==> config.mk <==
export PLATFORM = sky130hd
export DESIGN_NAME = alu_mul_seq
export DESIGN_NICKNAME = d
export VERILOG_FILES = /design/src/rtl/alu_mul_seq.sv
export SDC_FILE = /design/constraint.sdc
export NUM_CORES = 1
export LEC_CHECK = 0
export ABC_AREA = 1
export CORE_UTILIZATION = 40
export DETAILED_ROUTE_END_ITERATION = 8
export PLACE_DENSITY = 0.71
export SLEW_MARGIN = 20
export SYNTH_ARGS = -nofsm -noshare
export SYNTH_HDL_FRONTEND = slang
export SYNTH_HIERARCHICAL = 1
export SYNTH_SLANG_ARGS = --single-unit
export TNS_END_PERCENT = 10
==> constraint.sdc <==
create_clock -name clk -period 4.1 [get_ports clk]
set_clock_uncertainty 0.05 [all_clocks]
set_input_delay 0.82 -clock clk [delete_from_list [all_inputs] [get_ports clk]]
set_output_delay 0.82 -clock clk [all_outputs]
set_load 0.02 [all_outputs]
==> src/rtl/alu_mul_seq.sv <==
// ============================================================================
//  Module   : alu_mul_seq (with helper alu)
//  Brief    : 16x16->16 shift-and-add multiplier sequenced through one Hack ALU.
//             Optional macro ALU_MUL_SKIP_EN skips leading zero multiplier bits.
//  Revision : 1.0 - initial release
// ============================================================================
`default_nettype none

module alu (
   input  logic [15:0] x,
   input  logic [15:0] y,
   input  logic        zx,
   input  logic        nx,
   input  logic        zy,
   input  logic        ny,
   input  logic        f,
   input  logic        no,
   output logic        zr,
   output logic        ng,
   output logic [15:0] out
);
   logic [15:0] w_x, w_y, w_f;

   always_comb begin
      w_x = zx ? 16'h0000 : x;
      w_x = nx ? ~w_x : w_x;
      w_y = zy ? 16'h0000 : y;
      w_y = ny ? ~w_y : w_y;
      w_f = f ? (w_x + w_y) : (w_x & w_y);
      out = no ? ~w_f : w_f;
      zr  = (out == 16'h0000);
      ng  = out[15];
   end
endmodule

module alu_mul_seq #(
   parameter int WIDTH = 16
) (
   input  logic             clk,
   input  logic             reset,
   input  logic             start,
   input  logic [WIDTH-1:0] a,
   input  logic [WIDTH-1:0] b,
   output logic             busy,
   output logic             done,
   output logic [WIDTH-1:0] product,
   output logic             zr,
   output logic             ng
);
   typedef enum logic [1:0] {
      S_IDLE = 2'd0,
      S_DBL  = 2'd1,
      S_ADD  = 2'd2,
      S_DONE = 2'd3
   } state_t;

   state_t           r_state, w_state_nxt;
   logic [WIDTH-1:0] r_a, r_b, r_acc, r_product;
   logic [WIDTH-1:0] w_a_nxt, w_b_nxt, w_acc_nxt, w_product_nxt;
   logic [3:0]       r_cnt, w_cnt_nxt;
   logic             r_busy, r_done, r_zr, r_ng;
   logic             w_busy_nxt, w_done_nxt, w_zr_nxt, w_ng_nxt;

   logic             w_alu_add, w_alu_zr, w_alu_ng, w_bit;
   logic [15:0]      w_alu_y, w_alu_out;

`ifdef ALU_MUL_SKIP_EN
   // Leading-zero count; returns 16 for an all-zero operand.
   function automatic logic [4:0] f_lz(input logic [15:0] v);
      logic [4:0] n;
      n = 5'd16;
      for (int i = 0; i < 16; i++) begin
         if (v[i]) n = 5'(15 - i);
      end
      return n;
   endfunction

   logic [4:0] w_lz;
   assign w_lz = f_lz(b);
`endif

   assign w_alu_add = (r_state == S_DBL) || (r_state == S_ADD);
   assign w_alu_y   = (r_state == S_DBL) ? r_acc : r_a;
   assign w_bit     = r_b[4'd15 - r_cnt];

   alu u_alu (
      .x   (r_acc),
      .y   (w_alu_y),
      .zx  (~w_alu_add),
      .nx  (1'b0),
      .zy  (~w_alu_add),
      .ny  (1'b0),
      .f   (1'b1),
      .no  (1'b0),
      .zr  (w_alu_zr),
      .ng  (w_alu_ng),
      .out (w_alu_out)
   );

   always_comb begin
      w_state_nxt   = r_state;
      w_a_nxt       = r_a;
      w_b_nxt       = r_b;
      w_acc_nxt     = r_acc;
      w_cnt_nxt     = r_cnt;
      w_busy_nxt    = r_busy;
      w_done_nxt    = 1'b0;
      w_product_nxt = r_product;
      w_zr_nxt      = r_zr;
      w_ng_nxt      = r_ng;
      case (r_state)
         S_IDLE: begin
            if (start) begin
               w_a_nxt     = a;
               w_b_nxt     = b;
               w_acc_nxt   = '0;
               w_cnt_nxt   = 4'd0;
               w_busy_nxt  = 1'b1;
               w_state_nxt = S_DBL;
`ifdef ALU_MUL_SKIP_EN
               w_cnt_nxt = w_lz[3:0];
               if (w_lz[4]) begin
                  w_busy_nxt    = 1'b0;
                  w_done_nxt    = 1'b1;
                  w_product_nxt = '0;
                  w_zr_nxt      = 1'b1;
                  w_ng_nxt      = 1'b0;
                  w_state_nxt   = S_DONE;
               end
`endif
            end
         end
         S_DBL, S_ADD: begin
            w_acc_nxt = w_alu_out;
            if ((r_state == S_DBL) && w_bit) begin
               w_state_nxt = S_ADD;
            end else if (r_cnt == 4'd15) begin
               // Capture the ALU result directly: acc is updated on this same edge.
               w_state_nxt   = S_DONE;
               w_product_nxt = w_alu_out;
               w_zr_nxt      = w_alu_zr;
               w_ng_nxt      = w_alu_ng;
               w_done_nxt    = 1'b1;
               w_busy_nxt    = 1'b0;
            end else begin
               w_cnt_nxt   = r_cnt + 4'd1;
               w_state_nxt = S_DBL;
            end
         end
         S_DONE: begin
            w_state_nxt = S_IDLE;
         end
         default: begin
            w_state_nxt = S_IDLE;
         end
      endcase
   end

   always_ff @(posedge clk) begin
      if (reset) begin
         r_state   <= S_IDLE;
         r_a       <= '0;
         r_b       <= '0;
         r_acc     <= '0;
         r_cnt     <= 4'd0;
         r_busy    <= 1'b0;
         r_done    <= 1'b0;
         r_product <= '0;
         r_zr      <= 1'b1;
         r_ng      <= 1'b0;
      end else begin
         r_state   <= w_state_nxt;
         r_a       <= w_a_nxt;
         r_b       <= w_b_nxt;
         r_acc     <= w_acc_nxt;
         r_cnt     <= w_cnt_nxt;
         r_busy    <= w_busy_nxt;
         r_done    <= w_done_nxt;
         r_product <= w_product_nxt;
         r_zr      <= w_zr_nxt;
         r_ng      <= w_ng_nxt;
      end
   end

   assign busy    = r_busy;
   assign done    = r_done;
   assign product = r_product;
   assign zr      = r_zr;
   assign ng      = r_ng;

endmodule

`default_nettype wire
-- Word level (Yosys, flattened, before mapping)
Index checks and enable logic that the tools add are counted.
- multiplexer cells: 20
- shift-type cells: 0
- order comparisons: 1
- $mul: 0
- add/subtract/negate cells: 3
- divide/modulo/power cells: 0
- eq/ne operators: 8
- reduce and logical (&&, ||, !) cells: 12
- bitwise logic cells: 2
- operator list (operator ; count):
    $mux W16 ; 4
    $pmux W16 S2 ; 1
    $add A16 B16 Y16 ; 1
    $logic_not A16 Y1 ; 1
    $mux W4 ; 3
    $ne A2 B2 Y1 const B ; 4
    $pmux W4 S2 ; 1
    $reduce_and A4 Y1 ; 2
    $mux W2 ; 3
    $pmux W2 S3 ; 1
    $lt A4 B5 Y1 const B ; 1
    $mux W1 ; 5
    $add A4 B1 Y4 const B ; 1
    $bmux W1 S4 ; 1
    $eq A2 B2 Y1 const B ; 2
    $eq A4 B4 Y1 const B ; 1
    $reduce_and A2 Y1 ; 2
    $sub A4 B4 Y4 const A ; 1
    $reduce_and A3 Y1 ; 1
    $reduce_or A3 Y1 ; 1
    $eq A2 B1 Y1 const B ; 1
    $logic_not A2 Y1 ; 1
    $not A1 Y1 ; 2
    $pmux W1 S2 ; 1
    4 further kinds ; 4
- register bits: 74
- ROM bits: 0
- word-level logic and storage cells: 56
- RAM bits: 0
- memories: 0
- input port bits: 35
- bits in latches: 0
- output and inout port bits: 20

-- Logic depth before layout (Yosys ltp)
Gate-level depths: netlist of the first run.
- word-level depth: 6
- depth in mapped cells: 28
- gate-level depth less buffers: 26

-- Hierarchy
The synthesis of the first run kept the hierarchy.
- modules (own cells, without submodules) (module ; cells an instance ; area an instance (um2) ; instances):
    alu_mul_seq ; 456 ; 3283.1 ; 1
    alu ; 419 ; 2089.5 ; 1

-- Worst setup path before layout of the first run
OpenSTA, ideal clock, no wires.
- path type: register -> register
- from: register r_state[0]
- to: register r_zr, in the netlist zr
- path slack: 749 ps
- arrival: 3238 ps
- cell stages (with the launch flop): 27
- library setup time: 63 ps
- buffers on the path: 2
- cells stage by stage: dfxtp_1 > inv_1 > ha_1 > buf_2 > inv_1 > inv_1 > clkbuf_1 > nand2_1 > xor2_1 > inv_1 > ha_1 > fa_1 > nand3_1 > nand3_2 > nand2_1 > nand2_2 > nand2_1 > nand2_1 > nand2_1 > nand3_1 > nand3_1 > nand2_1 > nor2_1 > nand2_1 > nor2_1 > nand4_1 > nand3_1
- word-level cells in the longest chain between the ends: 5
- elaborated cells between the ends (all ways): 12
- ends and longest elaborated chain (item ; RTL line ; RTL):
    start, declared ; 57 ; state_t r_state, w_state_nxt;
    start signal, assigned ; 172 ; r_state <= w_state_nxt;
    $eq A2 B1 Y1 or $eq A2 B2 Y1 (tied branches) ; 82, 83 ;
    $mux W16 or $logic_or A1 B1 Y1 (tied branches) ; 83, 82 ;
    $mux W16, on equally long branches ; 27, 25 ;
    $add A16 B16 Y16 (*) ; 29 ; w_f = f ? (w_x + w_y) : (w_x & w_y);
    via w_alu_out[14] ; 65 ; logic [15:0] w_alu_y, w_alu_out;
    $logic_not A16 Y1 (*) ; 31 ; zr = (out == 16'h0000);
    via w_alu_zr ; 64 ; logic w_alu_add, w_alu_zr, w_alu_ng, w_bit;
    end signal, assigned ; 180 ; r_zr <= w_zr_nxt;
    end, declared ; 61 ; logic r_busy, r_done, r_zr, r_ng;
The timed path passes the listed nets; every way through them passes the cells marked *.
A chain may end at the register's enable or synchronous reset.

-- Final worst setup path of the first run
- from: register r_state[0]
- to: register r_zr, in the netlist zr
- word-level cells in the longest chain between the ends: 5
- elaborated cells between the ends (all ways): 12
- ends and longest elaborated chain (item ; RTL line):
    $eq A2 B1 Y1 or $eq A2 B2 Y1 (tied branches) ; 82, 83
    $mux W16 or $logic_or A1 B1 Y1 (tied branches) ; 83, 82
    $mux W16, on equally long branches ; 27, 25
    $add A16 B16 Y16 (*) ; 29
    $logic_not A16 Y1 (*) ; 31
    via w_alu_zr ; 64
Marked as above.

==> impl_metrics.ini, run 1 <==
[sta]
fmax_mhz = 271
period_minus_slack_ns = 3.69
worst_slew_pin_slew_ns = 0.936
rsz0062_at_grt = false
slew_headroom_pct = 37.2
hold_violations = 0
setup_viol = 0
slew_viol_final = 0
fin_setup_tns_ns = 0
period_share_pct = 90.1

[final_layout]
design_area_sq_mm = 0.00624
synthToLayoutAreaGrowth_pct = 16.2
nNetsFinal = 968
fillers = 1315
diodes = 0
multi_input_area_sq_mm = 0.00317
final_util_pct = 48.5
drive_gt1_share_pct = 6.00
regArea_sq_mm = 0.00148
final_cells = 1089

[worst_hold_path]
hold_class = reg2reg

[yosys]
ys_types = 34
netlist.area_leader.share_pct = 27.6
synth_top_area_cell = dfxtp_1
synth_seq_cells = 74
synth.area.top_cells = dfxtp_1, nand2_1, inv_1
syn_inst = 875
synth_edf_count = 0
postSynthAreaPerCell_sq_um = 6.14
synthTopCellsByCount = nand2_1, inv_1, nand3_1
netlist_area_sq_mm = 0.00537
yosysMostFrequentCell = nand2_1
ys.flop_type = dfxtp_1
ys_seq_area_share_pct = 27.6
synthArstFlopShare_pct = 0
yosys_warnings = 6

[pwr]
irDropWorstVdd_mv = 0.291
p_per_area_mw_per_mm2 = 631
p_leak_uw = 0.00289

[floorplanning]
io_pins = 55
die_area_sq_mm = 0.0139
die_h_um = 118
core_sq_mm = 0.0129
num_rows = 41
initial_utilization_pct = 41.7
die_x_um = 118

[clock_network]
postCtsHoldBufs = 0
tritoncts = yes
clk_latency_ns = 0.33
clk_path_buf_depth = 2
cts.sinks = 74
ctsResizeCount = 0
cts-htree-levels = 3
root_buffer = clkbuf_16
cts_setup_buffers = 0
cts_inserted_buffers = 9
clk_pin_slew_worst_paths_ns = 0.06

[outcome]
status = completed

[worst_setup_path]
start_kind = flip-flop
worstPathMaxFanout = 16
worstReg2RegStart = r_state[0]
r2r-end = zr
reg2reg_slack_ns = 0.41
cp-endpoint = zr
startpoint = r_state[0]
reg2reg_depth = 21
required_ns = 4.30
worstSetupPathType = reg2reg
crit_path_end_kind = flip-flop
cp.arrival_ns = 3.89

[drt]
first_pass_iters = 5
drc = 0
ant_nets = 0
first_iter_violations = 395
drt-wirelength-per-cell_um = 12.5
vias = 5318
drt_wl_total_mm = 13.6
vias_per_cell = 4.88

[grt]
track_usage_pct = 20.5
grt_pass1_vias = 4982
grt_overflow = 0
grt_max_degree = 48
grt_antenna_before_repair = 0
grt_pass1_wl_mm = 23.4

[placement]
io_buffer_count = 54
place_inst = 1073
dpl.hpwl_mm = 10.2
dpl_cell_area_sq_mm = 0.00596
gp_congestion = 0.918

[run]
maxCapViolCount = 0
-- logic make-up (layout without fill, tap and decap cells) --
group | Yosys count | count (layout) | share of synthesized area (%)
buffers and inverters | 179 | 210 | 14.2
adder cells (fa/ha/maj) | 21 | 21 | 5.03
AND/OR/NAND/NOR | 454 | 454 | 37.1
flip-flops | 74 | 74 | 27.6
AO/OA/AOI/OAI | 111 | 111 | 10.4
XOR/XNOR | 34 | 34 | 5.54
other | 2 | 13 | 0.140
-- registers in the layout, summed over array words and instances (netlist names) --
| register | count |
|---|---|
| product | 16 |
| r_a | 16 |
| r_acc | 16 |
| r_b | 16 |
| r_cnt | 4 |
| r_state | 2 |
| busy | 1 |
| done | 1 |
| ng | 1 |
| zr | 1 |
-- per-stage QoR --
| stage | total power [uW] | hold slack [ns] | setup slack (ns) |
|---|---|---|---|
| 6_report | 3940 | 0.404 | 0.405 |
| 5_1_grt | 4330 | 0.422 | 0.0521 |
| 4_1_cts | 3930 | 0.408 | 0.445 |
| 3_5_place_dp | 3160 | 0.398 | 0.469 |
| 3_3_place_gp | 3130 | 0.392 | 0.633 |
| 2_1_floorplan | 2710 | 0.379 | 0.749 |
-- worst min path at each step --
stage | slack, ns | end | from | cells past startpoint
global placement | 0.39 | r_b[6] | r_b[6] | 2
CTS | 0.41 | r_b[6] | r_b[6] | 2
finish | 0.40 | r_b[5] | r_b[5] | 2
detailed placement | 0.40 | r_b[10] | r_b[10] | 2
global route | 0.42 | r_b[13] | r_b[13] | 2
floorplan | 0.38 | r_b[10] | r_b[10] | 2
-- worst max-delay path, cell delays in order, from the launching register on --
cell     delay, ns
dfxtp_1       0.37
inv_1         0.06
ha_1          0.29
inv_1         0.09
inv_1         0.40
nand2_1       0.13
xnor2_1       0.20
ha_1          0.29
fa_1          0.45
nand2_1       0.07
nand2_1       0.06
xor2_1        0.17
nand2_1       0.07
nor2_1        0.11
nand3_1       0.09
nor2_1        0.11
nand3_1       0.08
nor2_1        0.16
nand2_1       0.07
nor2_1        0.10
nand4_1       0.09
nand3_1       0.11
-- placed cells by master (no fill, tap or decap), types with 5 or more instances in the layout --
cell and count:
a21oi_1 74, buf_4 6, clkbuf_16 9, clkdlybuf4s50_1 54, clkinv_1 5, conb_1 13
dfxtp_1 74, ha_1 20, inv_1 128, nand2_1 224, nand2_2 7, nand3_1 88
nand4_1 27, nor2_1 80, o21ai_0 35, or2_2 17, xor2_1 33
-- report_power, final --
group          switching (uW)  internal [uW]  leakage [uW]
logic                    1490            761       0.00215
clock network             306            443      0.000134
registers                90.8            854      0.000606
-- final cells by class --
cell class / count / area share [%]
repair buffers: 60 / 9.38
well taps: 172 / 3.45
inverters: 134 / 8.05
multi-input cells: 633 / 50.8
clock inverters: 5 / 0.581
flip-flops and latches: 74 / 23.7
clock buffers: 11 / 4.05
-- routing by layer --
layer,GRT usage [%],vias to the layer above,share of wire [%]
met5,0,-,0
met4,8.81,0,2.7
met3,2.81,22,4.1
met2,33.2,126,45
met1,27.1,2358,48
li1,-,2812,-
Power figures use the tool's default switching activity.
==> run 2: changes to the inputs <==
--- a/config.mk
+++ b/config.mk
@@ -9,6 +9,7 @@
 export CORE_UTILIZATION = 40
 export DETAILED_ROUTE_END_ITERATION = 8
 export PLACE_DENSITY = 0.71
+export REMOVE_ABC_BUFFERS = 1
 export SLEW_MARGIN = 20
 export SYNTH_ARGS = -nofsm -noshare
 export SYNTH_HDL_FRONTEND = slang
==> impl_metrics.ini, run 2 (synthesis results as in run 1) <==
[pwr]
p_per_area_mw_per_mm2 = 642
switchingPower_uw = 1880
pwr-share-clk_pct = 20.6
irDropWorstVdd_mv = 0.304
intPower_uw = 2150
p_seq_share_pct = 23.6
p_comb_share_pct = 55.8
switching_share_pct = 46.7
p_leak_uw = 0.00291

[clock_network]
cts.sinks = 74
clk_pin_slew_worst_paths_ns = 0.06
cts_inserted_buffers = 9
clk_path_buf_depth = 2
postCtsHoldBufs = 0
tritoncts = yes
root_buffer = clkbuf_16
cts_setup_buffers = 0
clk_latency_ns = 0.33
ctsResizeCount = 0
cts-htree-levels = 3

[grt]
grt_overflow = 0
track_usage_pct = 20.4
grt_pass1_wl_mm = 23.2
grt_antenna_before_repair = 0
grt_pass1_vias = 4869
grt_max_degree = 48

[worst_setup_path]
start_kind = flip-flop
worstPathCellList = inv_1, ha_1, inv_1, inv_1, nand2_1, xnor2_1, ha_1, fa_1, nand2_1, nand2_1, xor2_1, nand2_1, nor2_1, nand3_1, nor2_1, nand3_1, nor2_1, nand2_1, nor2_1, nand4_1, nand3_1
slowest_stage = fa_1
cp.arrival_ns = 3.92
slowest_delay_ns = 0.44
required_ns = 4.30
crit_path_end_kind = flip-flop
cpMostUsedCell = nand2_1
worstPathMaxFanout = 16
worst-path-buf-inv = 3
cp_top_family = simple AND/OR/NAND/NOR gates
worstSetupPathType = reg2reg

[sta]
fin_hold_ws_ns = 0.402
fin_setup_tns_ns = 0
fmax_mhz = 269
worst_slew_pin_slew_ns = 1.08
setup_viol = 0
period_share_pct = 90.6
hold_violations = 0
rsz0062_at_grt = false
period_minus_slack_ns = 3.72
slew_viol_final = 0
slew_headroom_pct = 28.1

[floorplanning]
num_rows = 41
core_sq_mm = 0.0129
die_h_um = 118
die_x_um = 118
initial_utilization_pct = 41.7
die_area_sq_mm = 0.0139
io_pins = 55

[final_layout]
final_cells = 1089
synthToLayoutAreaGrowth_pct = 16.7
final_common_cell = nand2_1
mostFrequentLayoutCells = nand2_1, inv_1, nand3_1, nor2_1
drive_gt1_share_pct = 5.78
nNetsFinal = 968
diodes = 0

[drt]
drc = 0
drt_wl_total_mm = 13.8
first_pass_iters = 5
vias_per_cell = 4.89
ant_nets = 0
drt-wirelength-per-cell_um = 12.7
first_iter_violations = 369
vias = 5322

[placement]
gp_congestion = 0.847
io_buffer_count = 54
dpl.hpwl_mm = 10.0
place_inst = 1073

[worst_hold_path]
hold_class = reg2reg

[outcome]
status = completed

[run]
maxCapViolCount = 0
[run 2: cell type report]
class / instances / area, sq um
clock inverter: 5 / 78.8
multi-input combinational: 633 / 3170
fill: 1316 / 6610
sequential: 74 / 1480
timing repair buffer: 60 / 586
inverter: 134 / 503
clock buffer: 11 / 233
tap: 172 / 215
[run 2: worst paths after layout]
check                           slack, ns        from      to  cells past startpoint
worst min-delay path                 0.40      r_b[0]  r_b[0]                      2
worst max-delay path                 0.38  r_state[0]      zr                     21
worst max register to register       0.38  r_state[0]      zr                     21
worst min register to register       0.40      r_b[0]  r_b[0]                      2
[run 2: layer usage]
layer / vias up / track usage (%) / share of wire (%)
li1: 2810 / - / -
met1: 2373 / 27.1 / 47
met2: 124 / 33.9 / 47
met3: 15 / 3.10 / 4.3
met4: 0 / 6.17 / 1.8
met5: - / 0 / 0
[run 2: worst reg2reg max path, cell delays in order (launching register included)]
cell     delay [ns]
dfxtp_1        0.38
inv_1          0.06
ha_1           0.29
inv_1          0.10
inv_1          0.40
nand2_1        0.13
xnor2_1        0.21
ha_1           0.28
fa_1           0.44
nand2_1        0.07
nand2_1        0.06
xor2_1         0.20
nand2_1        0.08
nor2_1         0.10
nand3_1        0.09
nor2_1         0.09
nand3_1        0.08
nor2_1         0.15
nand2_1        0.07
nor2_1         0.10
nand4_1        0.09
nand3_1        0.13
[run 2: power groups by stage]
| stage | logic [uW] | registers [uW] | clock network [uW] |
|---|---|---|---|
| 5_1_grt | 2550 | 967 | 877 |
| 4_1_cts | 2210 | 947 | 842 |
| 2_1_floorplan | 1680 | 936 | 0 |
| 3_5_place_dp | 2200 | 961 | 0 |
| 6_report | 2250 | 949 | 829 |
| 3_3_place_gp | 2180 | 960 | 0 |
[run 2: through the flow]
step / area (sq um) / total power (uW) / setup slack [ns] / utilization (%)
after floorplan: 5150 / 2620 / 0.200 / -
after global placement: 5960 / 3140 / 0.587 / 46.3
after detailed placement: 5960 / 3160 / 0.475 / 46.3
after CTS: 6270 / 4000 / 0.429 / 48.7
after global routing: 6270 / 4400 / 0.0109 / 48.7
final: 6270 / 4020 / 0.385 / 48.7
==> run 3: changes to the inputs <==
--- a/config.mk
+++ b/config.mk
@@ -10,6 +10,7 @@
 export DETAILED_ROUTE_END_ITERATION = 8
 export PLACE_DENSITY = 0.71
 export REMOVE_ABC_BUFFERS = 1
+export SKIP_CTS_REPAIR_TIMING = 1
 export SLEW_MARGIN = 20
 export SYNTH_ARGS = -nofsm -noshare
 export SYNTH_HDL_FRONTEND = slang
==> results of run 3 <==
Same layout as run 2: the final DEF is identical, and so are final timing and power.
